## src/rtl/stream_demux.sv

```systemverilog
// Registered 1-to-NUM_OUT stream demultiplexer with a one-entry holding register per
// channel, all-or-nothing broadcast and a saturating counter of out-of-range drops.
module stream_demux #(
    parameter int DATA_W  = 64,
    parameter int NUM_OUT = 16,
    parameter int SEL_W   = (NUM_OUT > 1) ? $clog2(NUM_OUT) : 1,
    parameter int CNT_W   = 16
) (
    input  logic                        clock,
    input  logic                        reset,
    input  logic                        io_in_valid,
    output logic                        io_in_ready,
    input  logic [DATA_W-1:0]           io_in_data,
    input  logic [SEL_W-1:0]            io_in_select,
    input  logic                        io_in_bcast,
    output logic [NUM_OUT-1:0]          io_out_valid,
    input  logic [NUM_OUT-1:0]          io_out_ready,
    output logic [NUM_OUT*DATA_W-1:0]   io_out_data,
    output logic [CNT_W-1:0]            io_drop_count
);

    logic [NUM_OUT-1:0] full_r;
    logic [DATA_W-1:0]  data_r [NUM_OUT];
    logic [CNT_W-1:0]   drop_r;

    logic [NUM_OUT-1:0] free_s;
    logic [NUM_OUT-1:0] sel_hit_s;
    logic [NUM_OUT-1:0] load_s;
    logic               in_range_s;
    logic               ready_s;
    logic               accept_s;
    logic               drop_s;

    // Channel free/select decode, input ready and per-channel load strobes
    always_comb begin
        free_s    = ~full_r | io_out_ready;
        sel_hit_s = '0;
        for (int i = 0; i < NUM_OUT; i++) begin
            sel_hit_s[i] = (io_in_select == SEL_W'(i));
        end
        // An empty hit vector means the select points past the last channel
        in_range_s = |sel_hit_s;
        if (io_in_bcast) begin
            ready_s = &free_s;
        end else if (in_range_s) begin
            ready_s = |(sel_hit_s & free_s);
        end else begin
            ready_s = 1'b1;
        end
        accept_s = io_in_valid & ready_s & ~reset;
        if (io_in_bcast) begin
            load_s = {NUM_OUT{accept_s}};
        end else begin
            load_s = sel_hit_s & {NUM_OUT{accept_s}};
        end
        drop_s = accept_s & ~io_in_bcast & ~in_range_s;
    end

    // Full flags and the saturating drop counter
    always_ff @(posedge clock) begin
        if (reset) begin
            full_r <= '0;
            drop_r <= '0;
        end else begin
            full_r <= load_s | (full_r & ~io_out_ready);
            if (drop_s && !(&drop_r)) begin
                drop_r <= drop_r + CNT_W'(1);
            end
        end
    end

    // Holding registers change only on load; they carry no reset
    always_ff @(posedge clock) begin
        for (int i = 0; i < NUM_OUT; i++) begin
            if (load_s[i]) begin
                data_r[i] <= io_in_data;
            end
        end
    end

    // Empty channels present all-zero data
    always_comb begin
        io_out_data = '0;
        for (int i = 0; i < NUM_OUT; i++) begin
            if (full_r[i]) begin
                io_out_data[i*DATA_W +: DATA_W] = data_r[i];
            end else begin
                io_out_data[i*DATA_W +: DATA_W] = '0;
            end
        end
    end

    assign io_in_ready   = ready_s;
    assign io_out_valid  = full_r;
    assign io_drop_count = drop_r;

endmodule
```

## config.mk

```make
export PLATFORM = sky130hd
export DESIGN_NAME = stream_demux
export DESIGN_NICKNAME = d
export VERILOG_FILES = /design/src/rtl/stream_demux.sv
export SDC_FILE = /design/constraint.sdc
export NUM_CORES = 1
export LEC_CHECK = 0
export ABC_CLOCK_PERIOD_IN_PS = 13400
export BUFFER_PORTS_ARGS = -buffer_cell sky130_fd_sc_hd__buf_2
export CORE_AREA = 3 3 441 443
export CTS_CLUSTER_SIZE = 16
export DETAILED_ROUTE_END_ITERATION = 10
export DIE_AREA = 0 0 444 446
export GPL_TIMING_DRIVEN = 1
export PLACE_DENSITY = 0.44
export SYNTH_ARGS = -nofsm -noshare
export SYNTH_HDL_FRONTEND = slang
export SYNTH_SLANG_ARGS = --single-unit
```

## constraint.sdc

```tcl
create_clock -name clock -period 13.4 [get_ports clock]
set_clock_uncertainty 0.15 [all_clocks]
set_input_delay 0 -clock clock [delete_from_list [all_inputs] [get_ports clock]]
set_output_delay 0 -clock clock [all_outputs]
set_load 0.02 [all_outputs]
```

# Word-level counts from Yosys, hierarchy flattened

Memory sizes are Yosys's and may differ from the RTL's.
Index checks and enable logic that the tools add are counted.

Output and inout port bits: 1057
Memories kept: 1
Logic and storage cells: 91
Bits of input ports: 88
Bits in registers: 32
Memory bits (writable): 1024

Memory list:

| name   | depth | bits a word | rd ports | clocked after memory_dff | wr ports | line | RTL |
|---|---|---|---|---|---|---|---|
| data_r | 16    | 64          | 16       | 0                        | 16       | 23   | `logic [DATA_W-1:0] data_r [NUM_OUT];` |

Reduce and logical (&&, ||, !) cells: 7
Bitwise gates (word level): 14
Multiplexer cells: 51
Add/sub/neg operators: 1
Eq/ne operators: 15

Operators by type and width:

| cell                  | count |
|---|---|
| $mux 64               | 16 |
| $and 16x16->16        | 3 |
| $mux 1                | 34 |
| $eq 4x4->1 const B    | 8 |
| $not 16->16           | 2 |
| $or 16x16->16         | 2 |
| $reduce_and 16->1     | 2 |
| $reduce_or 16->1      | 2 |
| $add 16x1->16 const B | 1 |
| $eq 4x3->1 const B    | 4 |
| $mux 16               | 1 |
| $eq 4x2->1 const B    | 2 |
| $and 1x1->1           | 4 |
| $eq 4x1->1 const B    | 1 |
| $logic_not 4->1       | 1 |
| $not 1->1             | 3 |
| $logic_and 1x1->1     | 1 |
| $logic_not 1->1       | 1 |

# Logic depth before layout (Yosys ltp)

Depth in word-level cells: 12
Mapped depth: 8
Gate-level depth less buffers: 5

# Least setup slack after synthesis

OpenSTA, ideal clock, no wires.

Path type: register to register
Start point: register full_r[5], in the netlist io_out_valid[5]
End point: memory data_r[1][36], in the netlist data_r[0][100], enable pin
Clock period less this slack: 6366 ps
Required time: 12685 ps
Setup time: 565 ps
Stages on the path, launching flop included: 7
Path buffers: 1
Path slack: 7034 ps
Arrival time: 5651 ps
Cells stage by stage: dfxtp_1 -> nand2b_1 -> nand4_1 -> nor2_1 -> clkbuf_1 -> a32oi_1 -> nor3_1

RTL lines:

| item                     | line | RTL |
|---|---|---|
| start: declaration       | 22   | `logic [NUM_OUT-1:0] full_r;` |
| start signal: assignment | 65   | `full_r <= load_s \| (full_r & ~io_out_ready);` |
| end: declaration         | 23   |  |

==> results.cfg <==
[run_status]
status = completed

[floorplan]
rows = 160
start_util_pct = 20.6
pin_count = 1145
fp.dieW_um = 444
dieArea_mm2 = 0.198
coreArea_mm2 = 0.190
die_h_um = 446

[global_routing]
grt_usage_pct = 17.0
antenna_found_initial = 20
grt_pass1_wl_mm = 226
globalRoute.totalOverflow = 0
grt_max_degree = 68
grt_pass1_vias = 24700

[worst_setup_path]
worst-path-buf-inv = 2
required_ns = 13.64
start_kind = flop
crit_path_end_kind = flop
worstPathMaxFanout = 66
worstPathArrival_ns = 4.80
cp_common_cell = buf_4
crit_type = flop to flop
path_cells = nand2b_1 > nand4_1 > nor2_1 > nand3_1 > a211oi_4 > buf_4 > buf_4
path_delay_family = simple AND/OR/NAND/NOR gates
crit_slowest_cell = nor2_1
crit_path_max_incr_delay_ns = 0.69

[clock_network]
post_cts_buffers = 0
cts_root_buffer = clkbuf_16
cts_tree = done
cts_made_buffers = 131
htreeDepth = 4
cts.path.max_buffers = 3
clkTransAtPathRegs_ns = 0.06
clock_latency_ns = 0.76
cts.sinks = 1056

[power_and_ir_drop]
p_leak_nw = 21.6
total_power_mw = 8.24
combinationalPowerShare_pct = 10.8
p_int_mw = 5.99
clockPowerShare_pct = 41.4
seq_power_share_pct = 47.8
ir_worst_vdd_mv = 0.110
p_per_area_mw_per_mm2 = 155
p_sw_share_pct = 27.3
switchingPower_mw = 2.25

[placement]
dpl_worst_slack_ns = 8.81
finalWeightedCongestion = 0.798
dp.final_hpwl_mm = 117
numPortBuffers = 1144

[yosys]
syn_area_mm2 = 0.0392
muxShareOfSynthArea_pct = 0.0255
synth_compound_area_share_pct = 1.11
synthAdderAreaFrac_pct = 0
synth_edf_count = 1024
synthArstFlopShare_pct = 0
synthXorXnorAreaFrac_pct = 0
yosys.area.top_type = edfxtp_1
ys_seq_area_share_pct = 80.1
ys_ff_latch = 1056
synthesis.nets = 2422
ys_warn_count = 0
synth_top_family_by_area = simple AND/OR/NAND/NOR gates
yosys-top-cells-count = and2_1, edfxtp_1, clkbuf_1
synth.most_common_cell = and2_1
ys_types = 34
syn_area_per_cell_um2 = 16.8
synth_area_leaders = edfxtp_1, and2_1, dfxtp_1
synthFlopType = edfxtp_1
netlist_instances = 2334
yosysTopAreaCellShare_pct = 78.4
synthSimpleGateAreaFrac_pct = 17.5

[drt]
vias = 25100
drtIter0Drc = 2345
drc_errors = 0
firstDrtPassIters = 5
totalWireLength_mm = 174
viasPerCell = 4.01
ant_nets = 0
post_drt_wl_per_cell_um = 27.8

[sta]
final_hold_viol_count = 0
slew_headroom_pct = 23.1
layout_setup_ws_ns = 8.83
finalCriticalPeriod_ns = 4.57
fin_crit_sh_pct = 34.1
drv_slew = 0
fin_hold_ws_ns = 0.112
finalSetupTns_ns = 0
max_slew.worst_pin.slew_ns = 1.15
rsz0062_at_grt = no
max_freq_mhz = 219
final-setup-viol-count = 0

[cells_and_area]
areaGrowthSynthToFinish_pct = 35.8
final_util_pct = 28.0
nNetsFinal = 3714
drive_gt1_share_pct = 37.5
fillers = 19600

[min_path]
hold_class = input pin to flop

[flow_run]
drv_cap = 0
==> cells by family after synthesis <==
| family | after synthesis |
|---|---|
| and+or+nand+nor | 1096 |
| DFF | 1056 |
| buffers and inverters | 129 |
| AOI/OAI and AO/OA | 52 |
| muxes | 1 |
==> power groups by stage <==
stage / sequential (mW) / clock [mW] / combinational, mW
2_1_floorplan: 3.91 / 0 / 0.466
3_3_place_gp: 4.01 / 0 / 0.877
3_5_place_dp: 4.02 / 0 / 0.875
4_1_cts: 3.95 / 3.52 / 0.906
5_1_grt: 3.96 / 3.64 / 0.934
6_report: 3.94 / 3.41 / 0.887
==> worst paths after layout <==
path	from	endpoint	slack, ns	depth (start not counted)
setup / recovery	io_out_valid[6]$_SDFF_PP0_	data_r[0][297]$_DFFE_PP_	8.83	7
hold / removal	io_in_data[63]	data_r[1][255]$_DFFE_PP_	0.11	2
setup reg to reg	io_out_valid[6]$_SDFF_PP0_	data_r[0][297]$_DFFE_PP_	8.83	7
hold reg to reg	io_drop_count[11]$_SDFFE_PP0P_	io_drop_count[11]$_SDFFE_PP0P_	0.31	1
==> stage by stage <==
| stage | area (µm²) | std cells |
|---|---|---|
| CTS | 53200 | 6235 |
| floorplan | 39200 | 2334 |
| global placement | 48000 | 5895 |
| detailed placement | 48000 | 5895 |
| global route | 53200 | 6237 |
| finish | 53300 | 6263 |
==> sequential cells by signal (all words and copies together), names as in the netlist <==
signal         flops
io_drop_count     16
data_r          1024
io_out_valid      16
==> worst reg2reg max path: stages, from the launching register on <==
cell,delay (ns)
dfxtp_4,0.58
nand2b_1,0.33
nand4_1,0.12
nor2_1,0.69
nand3_1,0.67
a211oi_4,0.37
buf_4,0.51
buf_4,0.70
==> cells in the final DEF (no fill, tap or decap), types with 6 or more instances in the layout <==
master and n:
a21oi_1 6, a32oi_1 12, and2_1 1025, buf_2 1144, buf_4 34, clkbuf_1 24, clkbuf_16 133, clkinv_1 25
clkinv_2 12, dfxtp_1 16, dfxtp_4 16, diode_2 28, dlygate4sd3_1 109, edfxtp_1 1024, inv_6 8, nand2_1 6
nand2b_1 16, nor2b_1 19, nor3_2 7, o21a_1 8, o32ai_1 12
==> final cells by class <==
cell class	count	area, µm²	area share (%)
timing repair buffer	1287	7070	13.3
antenna	28	70.1	0.132
clock inverter	69	622	1.17
inverter	1	3.75	0.00705
clock buffer	162	3490	6.55
tap	2511	3140	5.90
sequential	1056	31500	59.1
multi-input combinational	1149	7410	13.9
==> what timing repair did <==
action	in CTS	in global routing
gates resized for setup	0	0
hold buffers	109	0
hold endpoints to repair	1056	0
==> routing by layer <==
metal / vias up / share of wire, % / GRT usage (%)
met4: 2 / 3.9 / 6.57
li1: 10900 / - / -
met2: 1095 / 50 / 29.3
met3: 237 / 7.8 / 5.20
met5: - / 0.011 / 0
met1: 12900 / 38 / 19.6
(Power assumes the default switching activity.)
